File: src/rtl/mdio_arbiter.sv
// mdio_arbiter
//   Two-requester round-robin front end for a single IEEE 802.3 clause-22
//   MDIO master. One frame is in flight at a time: preamble, start, opcode,
//   PHY and register address, turnaround, 16 data bits, then one idle gap
//   bit before the completion pulse.
//
// Parameters
//   MDC_DIV   clk cycles per MDC half-period (>= 2)
//   PRE_BITS  preamble length in bits (0..32)
//
// Ports
//   clk, reset            system clock, synchronous active-high reset
//   req_valid/req_ready   per-requester handshake (bit i = requester i)
//   req_write             1 = write, 0 = read
//   req_phy, req_reg      5-bit addresses, requester i at [5i+4:5i]
//   req_wdata             16-bit write data, requester i at [16i+15:16i]
//   rsp_valid             one-cycle completion pulse to the owning requester
//   rsp_rdata             read data (zero for writes), held until next pulse
//   busy                  high from the cycle after acceptance through rsp_valid
//   mdc                   management clock
//   mdio_out/mdio_oen     serial data and active-low output enable
//   mdio_in               sampled bus value
module mdio_arbiter #(
   parameter int MDC_DIV  = 25,
   parameter int PRE_BITS = 32
) (
   input  logic        clk,
   input  logic        reset,
   input  logic [1:0]  req_valid,
   output logic [1:0]  req_ready,
   input  logic [1:0]  req_write,
   input  logic [9:0]  req_phy,
   input  logic [9:0]  req_reg,
   input  logic [31:0] req_wdata,
   output logic [1:0]  rsp_valid,
   output logic [15:0] rsp_rdata,
   output logic        busy,
   output logic        mdc,
   output logic        mdio_out,
   output logic        mdio_oen,
   input  logic        mdio_in
);

   localparam int              PH_W     = $clog2(2 * MDC_DIV);
   localparam logic [PH_W-1:0] PH_HIGH  = PH_W'(MDC_DIV);
   localparam logic [PH_W-1:0] PH_LAST  = PH_W'(2 * MDC_DIV - 1);
   localparam logic [4:0]      PRE_LAST = 5'((PRE_BITS == 0) ? 0 : PRE_BITS - 1);

   typedef enum logic [2:0] {IDLE, PRE, CMD, TA, DATA, GAP, DONE} state_t;

   state_t            state_reg, state_next;
   logic [PH_W-1:0]   phase_reg, phase_next;
   logic [4:0]        bit_reg, bit_next;
   logic              bit_end;
   logic              frame_next;

   logic [1:0]        grant;
   logic              wr_reg;
   logic [4:0]        phy_reg;
   logic [4:0]        regad_reg;
   logic [15:0]       wdata_reg;
   logic              owner_reg;
   logic              last_reg;      // index granted most recently
   logic [15:0]       shift_reg;
   logic [15:0]       rsp_rdata_reg;
   logic              mdc_reg;
   logic              mdio_out_reg;
   logic              mdio_oen_reg;

   logic [13:0]       cmd_word;
   logic              drv_out;
   logic              drv_oen;

   // Per-requester field views
   logic [4:0]        phy_sel   [2];
   logic [4:0]        regad_sel [2];
   logic [15:0]       wdata_sel [2];

   for (genvar gi = 0; gi < 2; gi++) begin : g_req
      assign phy_sel[gi]   = req_phy[5*gi +: 5];
      assign regad_sel[gi] = req_reg[5*gi +: 5];
      assign wdata_sel[gi] = req_wdata[16*gi +: 16];
   end

   // Round-robin grant, only offered while idle. On a tie the requester that
   // was not granted last wins.
   always_comb begin
      grant = 2'b00;
      if (state_reg == IDLE) begin
         if (req_valid[0] && (!req_valid[1] || last_reg))
            grant = 2'b01;
         else if (req_valid[1])
            grant = 2'b10;
      end
   end

   assign req_ready = grant;

   // Frame sequencing: phase counts clk cycles within a bit, bit counts bits
   // within the current field group.
   always_comb begin
      state_next = state_reg;
      phase_next = phase_reg;
      bit_next   = bit_reg;
      bit_end    = (phase_reg == PH_LAST);

      case (state_reg)
         IDLE: begin
            phase_next = '0;
            bit_next   = '0;
            if (grant != 2'b00)
               state_next = (PRE_BITS == 0) ? CMD : PRE;
         end
         PRE, CMD, TA, DATA, GAP: begin
            phase_next = bit_end ? '0 : phase_reg + PH_W'(1);
            if (bit_end) begin
               bit_next = bit_reg + 5'd1;
               case (state_reg)
                  PRE:  if (bit_reg == PRE_LAST) begin state_next = CMD;  bit_next = '0; end
                  CMD:  if (bit_reg == 5'd13)    begin state_next = TA;   bit_next = '0; end
                  TA:   if (bit_reg == 5'd1)     begin state_next = DATA; bit_next = '0; end
                  DATA: if (bit_reg == 5'd15)    begin state_next = GAP;  bit_next = '0; end
                  default: begin state_next = DONE; bit_next = '0; end
               endcase
            end
         end
         default: begin
            // DONE lasts one cycle
            state_next = IDLE;
            phase_next = '0;
            bit_next   = '0;
         end
      endcase
   end

   assign frame_next = (state_next == PRE) || (state_next == CMD) || (state_next == TA) ||
                       (state_next == DATA) || (state_next == GAP);

   // Pin values for the bit that starts next cycle. At the acceptance edge the
   // captured fields are not yet loaded, but the first bit is either preamble
   // or the leading ST zero, neither of which depends on them.
   always_comb begin
      cmd_word = {2'b01, (wr_reg ? 2'b01 : 2'b10), phy_reg, regad_reg};
      drv_out  = 1'b1;
      drv_oen  = 1'b1;
      case (state_next)
         PRE: drv_oen = 1'b0;
         CMD: begin
            drv_oen = 1'b0;
            drv_out = cmd_word[4'd13 - bit_next[3:0]];
         end
         TA: if (wr_reg) begin
            drv_oen = 1'b0;
            drv_out = ~bit_next[0];
         end
         DATA: if (wr_reg) begin
            drv_oen = 1'b0;
            drv_out = wdata_reg[4'd15 - bit_next[3:0]];
         end
         default: ;
      endcase
   end

   always_ff @(posedge clk) begin
      if (reset) begin
         state_reg     <= IDLE;
         phase_reg     <= '0;
         bit_reg       <= '0;
         wr_reg        <= 1'b0;
         phy_reg       <= '0;
         regad_reg     <= '0;
         wdata_reg     <= '0;
         owner_reg     <= 1'b0;
         last_reg      <= 1'b1;
         shift_reg     <= '0;
         rsp_rdata_reg <= '0;
         mdc_reg       <= 1'b0;
         mdio_out_reg  <= 1'b1;
         mdio_oen_reg  <= 1'b1;
      end else begin
         state_reg <= state_next;
         phase_reg <= phase_next;
         bit_reg   <= bit_next;

         if (grant != 2'b00) begin
            wr_reg    <= req_write[grant[1]];
            phy_reg   <= phy_sel[grant[1]];
            regad_reg <= regad_sel[grant[1]];
            wdata_reg <= wdata_sel[grant[1]];
            owner_reg <= grant[1];
            last_reg  <= grant[1];
            shift_reg <= '0;
         end

         // Sample in the cycle mdc goes high
         if ((state_reg == DATA) && (phase_reg == PH_HIGH) && !wr_reg)
            shift_reg <= {shift_reg[14:0], mdio_in};

         if (state_next == DONE)
            rsp_rdata_reg <= wr_reg ? 16'h0000 : shift_reg;

         mdc_reg <= frame_next && (phase_next >= PH_HIGH);

         // Pins only move on the first cycle of a bit (mdc falling edge)
         if (phase_next == '0) begin
            mdio_out_reg <= drv_out;
            mdio_oen_reg <= drv_oen;
         end
      end
   end

   assign rsp_valid = (state_reg == DONE) ? (owner_reg ? 2'b10 : 2'b01) : 2'b00;
   assign rsp_rdata = rsp_rdata_reg;
   assign busy      = (state_reg != IDLE);
   assign mdc       = mdc_reg;
   assign mdio_out  = mdio_out_reg;
   assign mdio_oen  = mdio_oen_reg;

endmodule

File: config.mk
export PLATFORM = sky130hd
export DESIGN_NAME = mdio_arbiter
export DESIGN_NICKNAME = d
export VERILOG_FILES = /design/src/rtl/mdio_arbiter.sv
export SDC_FILE = /design/constraint.sdc
export NUM_CORES = 1
export LEC_CHECK = 0
export BUFFER_PORTS_ARGS = -buffer_cell sky130_fd_sc_hd__clkbuf_2
export CAP_MARGIN = 15
export CORE_UTILIZATION = 55
export DETAILED_ROUTE_END_ITERATION = 7
export PLACE_DENSITY = 0.8
export SLEW_MARGIN = 20
export SYNTH_ARGS = -nofsm -noshare
export SYNTH_HDL_FRONTEND = slang
export SYNTH_SLANG_ARGS = --single-unit
export TNS_END_PERCENT = 20
File: constraint.sdc
create_clock -name clk -period 9.7 [get_ports clk]
set_clock_uncertainty 0.1 [all_clocks]
set_input_delay 1.455 -clock clk [delete_from_list [all_inputs] [get_ports clk]]
set_output_delay 1.455 -clock clk [all_outputs]
set_load 0.03 [all_outputs]
==> run summary <==
Avg Inst Size Synth: 7.84 um^2
drt pass-1 iters: 4
die area: 7830 um^2
Synth top area share: 37.9%
Cell Rows: 31
Vert. Die Dim: 88.5 um
Root Driver: clkbuf_8
P_int: 0.468 mW
cell taking the most area after synthesis: dfxtp_1
CP max stage delay: 0.71 ns
CORE AREA: 7250 um^2
EDFF count, synth: 0
Critical Path Slowest Stage Cell: nand3_1
# DRC: 0
clk sinks: 78
Final nets: 650
synthesized area: 4120 um^2
cells resized by post-CTS repair: 0
Worst Path Required: 8.15 ns
FFs w/ async S/R, synth: 0%
setup bufs post-CTS: 0
Critical Path Sink Type: primary output
clock insertion delay at the later pin of the skew report: 0.35 ns
register area share after synthesis: 37.9%
Final Max Tran Viols: 0
sequential share of power: 52.2%
Antenna diodes: 0
layout cell share with drive strength beyond 1: 20.6%
Max-cap violations: 0
vias per inst: 5.78
first-pass GRT wire length: 15600 um
Tmin final: 4.71 ns
Horiz. Die Dim: 88.5 um
CTS tree: yes
Max-slew headroom: 28.3%
dominant cells by area after synthesis: dfxtp_1 38%, nand2_1 7.2%, nor2_1 6.5%
post-synth net total: 593
critical-path cell list: clkbuf_2 -> nand2_1 -> nand3_1 -> inv_1 -> buf_4 -> clkbuf_2
Syn Inst Count: 525
DR vias: 3965
Achievable Freq: 0.212 GHz
clk buf depth: 2
run status: finished clean
Layout area overhead: 14.4%
Final Cycle Share: 48.5%
Unique masters post-synth: 68
critical path data arrival time: 3.15 ns
sw frac: 29.7%
end-of-flow core utilization: 64.9%
largest net degree at the start of global routing: 72
vias in the first global route: 3544
routability cong.: 0.895
initial antenna violation count: 0
final antenna-violating net count: 0
clock network power share: 35.0%
Routed WL per cell: 13.8 um
Fin Setup TNS: 0 ns
worst hold slack: 0.366 ns
Worst-Margin Slew: 1.07 ns
FF-to-FF path depth: 14
dpl ws: 5.00 ns
1st-iter DRT viols: 233
H-Tree Depth: 3
total global-route track usage: 25.0%
Critical Path Source Type: primary input
Initial Utilization: 56.7%
maximum vdd ir drop: 0.0856 mV
Pwr Density: 142 nW/um^2
DP HPWL: 6720 um
Worst Path Max Fanout: 29
number of synthesized register bits: 78
Ports: 83
fillers: 622
final hold vios: 0
CTS Hold Bufs: 0
total power: 0.667 mW
Main synth FF type: dfxtp_1
Logic pwr share: 12.7%
static leakage power: 1.96 nW
P_sw: 0.198 mW
Final WS setup: 4.99 ns
Hold Path Cell Cnt: 2
I/O Buffers: 82
RSZ-0062 raised after global routing: false
Setup CP Type: primary input to primary output
Clk pin slew, worst setup/hold paths: 0.09 ns
Total Wirelength: 9490 um
most used cell, CP: clkbuf_2
endpoints failing setup: 0
number of CTS-inserted buffers: 9
worst min-delay path class: register to register
gr ovfl total: 0
Yosys warning count: 0
-- kinds of logic (layout without fill, tap and decap cells) --
logic type,Yosys count,count (layout),synth area share [%]
AO/OA/AOI/OAI,126,126,22.0
AND/OR/NAND/NOR,244,244,28.6
XOR/XNOR,5,5,1.06
adder cells (fa/ha/maj),9,9,2.74
multiplexers,6,6,1.61
buffers and inverters,57,119,6.02
flip-flops,78,78,37.9
-- final timing paths --
path              slack [ns]                        from                         end
hold reg to reg         0.37  shift_reg[15]$_SDFFE_PP0P_  shift_reg[15]$_SDFFE_PP0P_
setup / recovery        4.99                req_valid[0]                req_ready[1]
setup reg to reg        5.72       bit_reg[0]$_SDFF_PP0_       mdio_out$_SDFFE_PP1N_
hold / removal          0.37  shift_reg[15]$_SDFFE_PP0P_  shift_reg[15]$_SDFFE_PP0P_
-- layout by cell type, fill, tap and decap left out, types with 3 or more instances in the layout --
| cell type | netlist | layout |
|---|---|---|
| a21oi_1 | 39 | 39 |
| a22oi_1 | 3 | 3 |
| a311oi_1 | 29 | 29 |
| and2_1 | 4 | 4 |
| and3_1 | 4 | 4 |
| clkbuf_2 | 0 | 82 |
| clkbuf_8 | 0 | 9 |
| dfxtp_1 | 78 | 78 |
| ha_1 | 9 | 9 |
| inv_1 | 16 | 16 |
| mux2i_1 | 4 | 4 |
| nand2_1 | 79 | 79 |
| nand2b_1 | 3 | 3 |
| nand3_1 | 34 | 34 |
| nand4_1 | 3 | 3 |
| nor2_1 | 71 | 70 |
| nor2b_1 | 4 | 4 |
| nor3_1 | 5 | 5 |
| nor3b_1 | 18 | 18 |
| nor4b_1 | 3 | 3 |
| o211ai_1 | 3 | 3 |
| o21ai_0 | 13 | 13 |
| o21ai_1 | 5 | 5 |
| xor2_1 | 3 | 3 |
-- power groups by stage --
stage / Clock (mW) / Sequential (mW) / Combinational [mW]
after detailed placement: 0 / 0.355 / 0.0819
final: 0.234 / 0.348 / 0.0850
after CTS: 0.237 / 0.348 / 0.0822
after global routing: 0.252 / 0.350 / 0.0944
after global placement: 0 / 0.355 / 0.0794
after floorplan: 0 / 0.350 / 0.0585
-- final cells by class --
cell class / count / area (um^2) / share of cell area, %
multi-input combinational: 390 / 2310 / 49.1
inverter: 18 / 70.1 / 1.49
clock buffer: 9 / 124 / 2.63
timing repair buffer: 85 / 453 / 9.62
clock inverter: 7 / 63.8 / 1.35
tap: 99 / 124 / 2.63
sequential: 78 / 1560 / 33.2
-- cells in the mapped netlist, drive strengths merged, types with 2 or more instances --
master	n
nand2b	3
o2111a	2
a21o	2
o21a	2
nor2	72
xnor2	2
nand2	79
ha	9
and2	4
o21ai	18
xor2	3
nand4	3
mux2	2
mux2i	4
a311oi	29
buf	6
clkbuf	33
nor4	2
a2111oi	2
nor4b	5
a211oi	2
nor2b	5
a221o	2
o211ai	3
a211o	2
a22oi	3
a221oi	3
a21oi	39
nor3b	18
nand3	34
and3	6
o32a	2
dfxtp	78
or2	2
nor3	6
a21boi	4
a31oi	2
inv	17
-- per-stage QoR --
step / cells / cell area, um^2
finish: 686 / 4710
global placement: 669 / 4490
CTS: 685 / 4680
global route: 686 / 4710
floorplan: 525 / 4120
detailed placement: 669 / 4490
-- worst max-delay path: cells and delay by family --
family                 cells  cell delay (ns)
buffers and inverters      4             0.88
AND/OR/NAND/NOR            2             0.79
-- per-layer routing --
layer | GRT usage, % | share of wire, % | wire, um | vias to the layer above
li1 | - | - | - | 1993
met1 | 32.0 | 45 | 4260 | 1836
met5 | 0 | 0 | 0 | -
met4 | 9.97 | 1.6 | 155 | 0
met3 | 3.82 | 4.7 | 443 | 16
met2 | 42.4 | 49 | 4630 | 120
(Power assumes the default switching activity.)
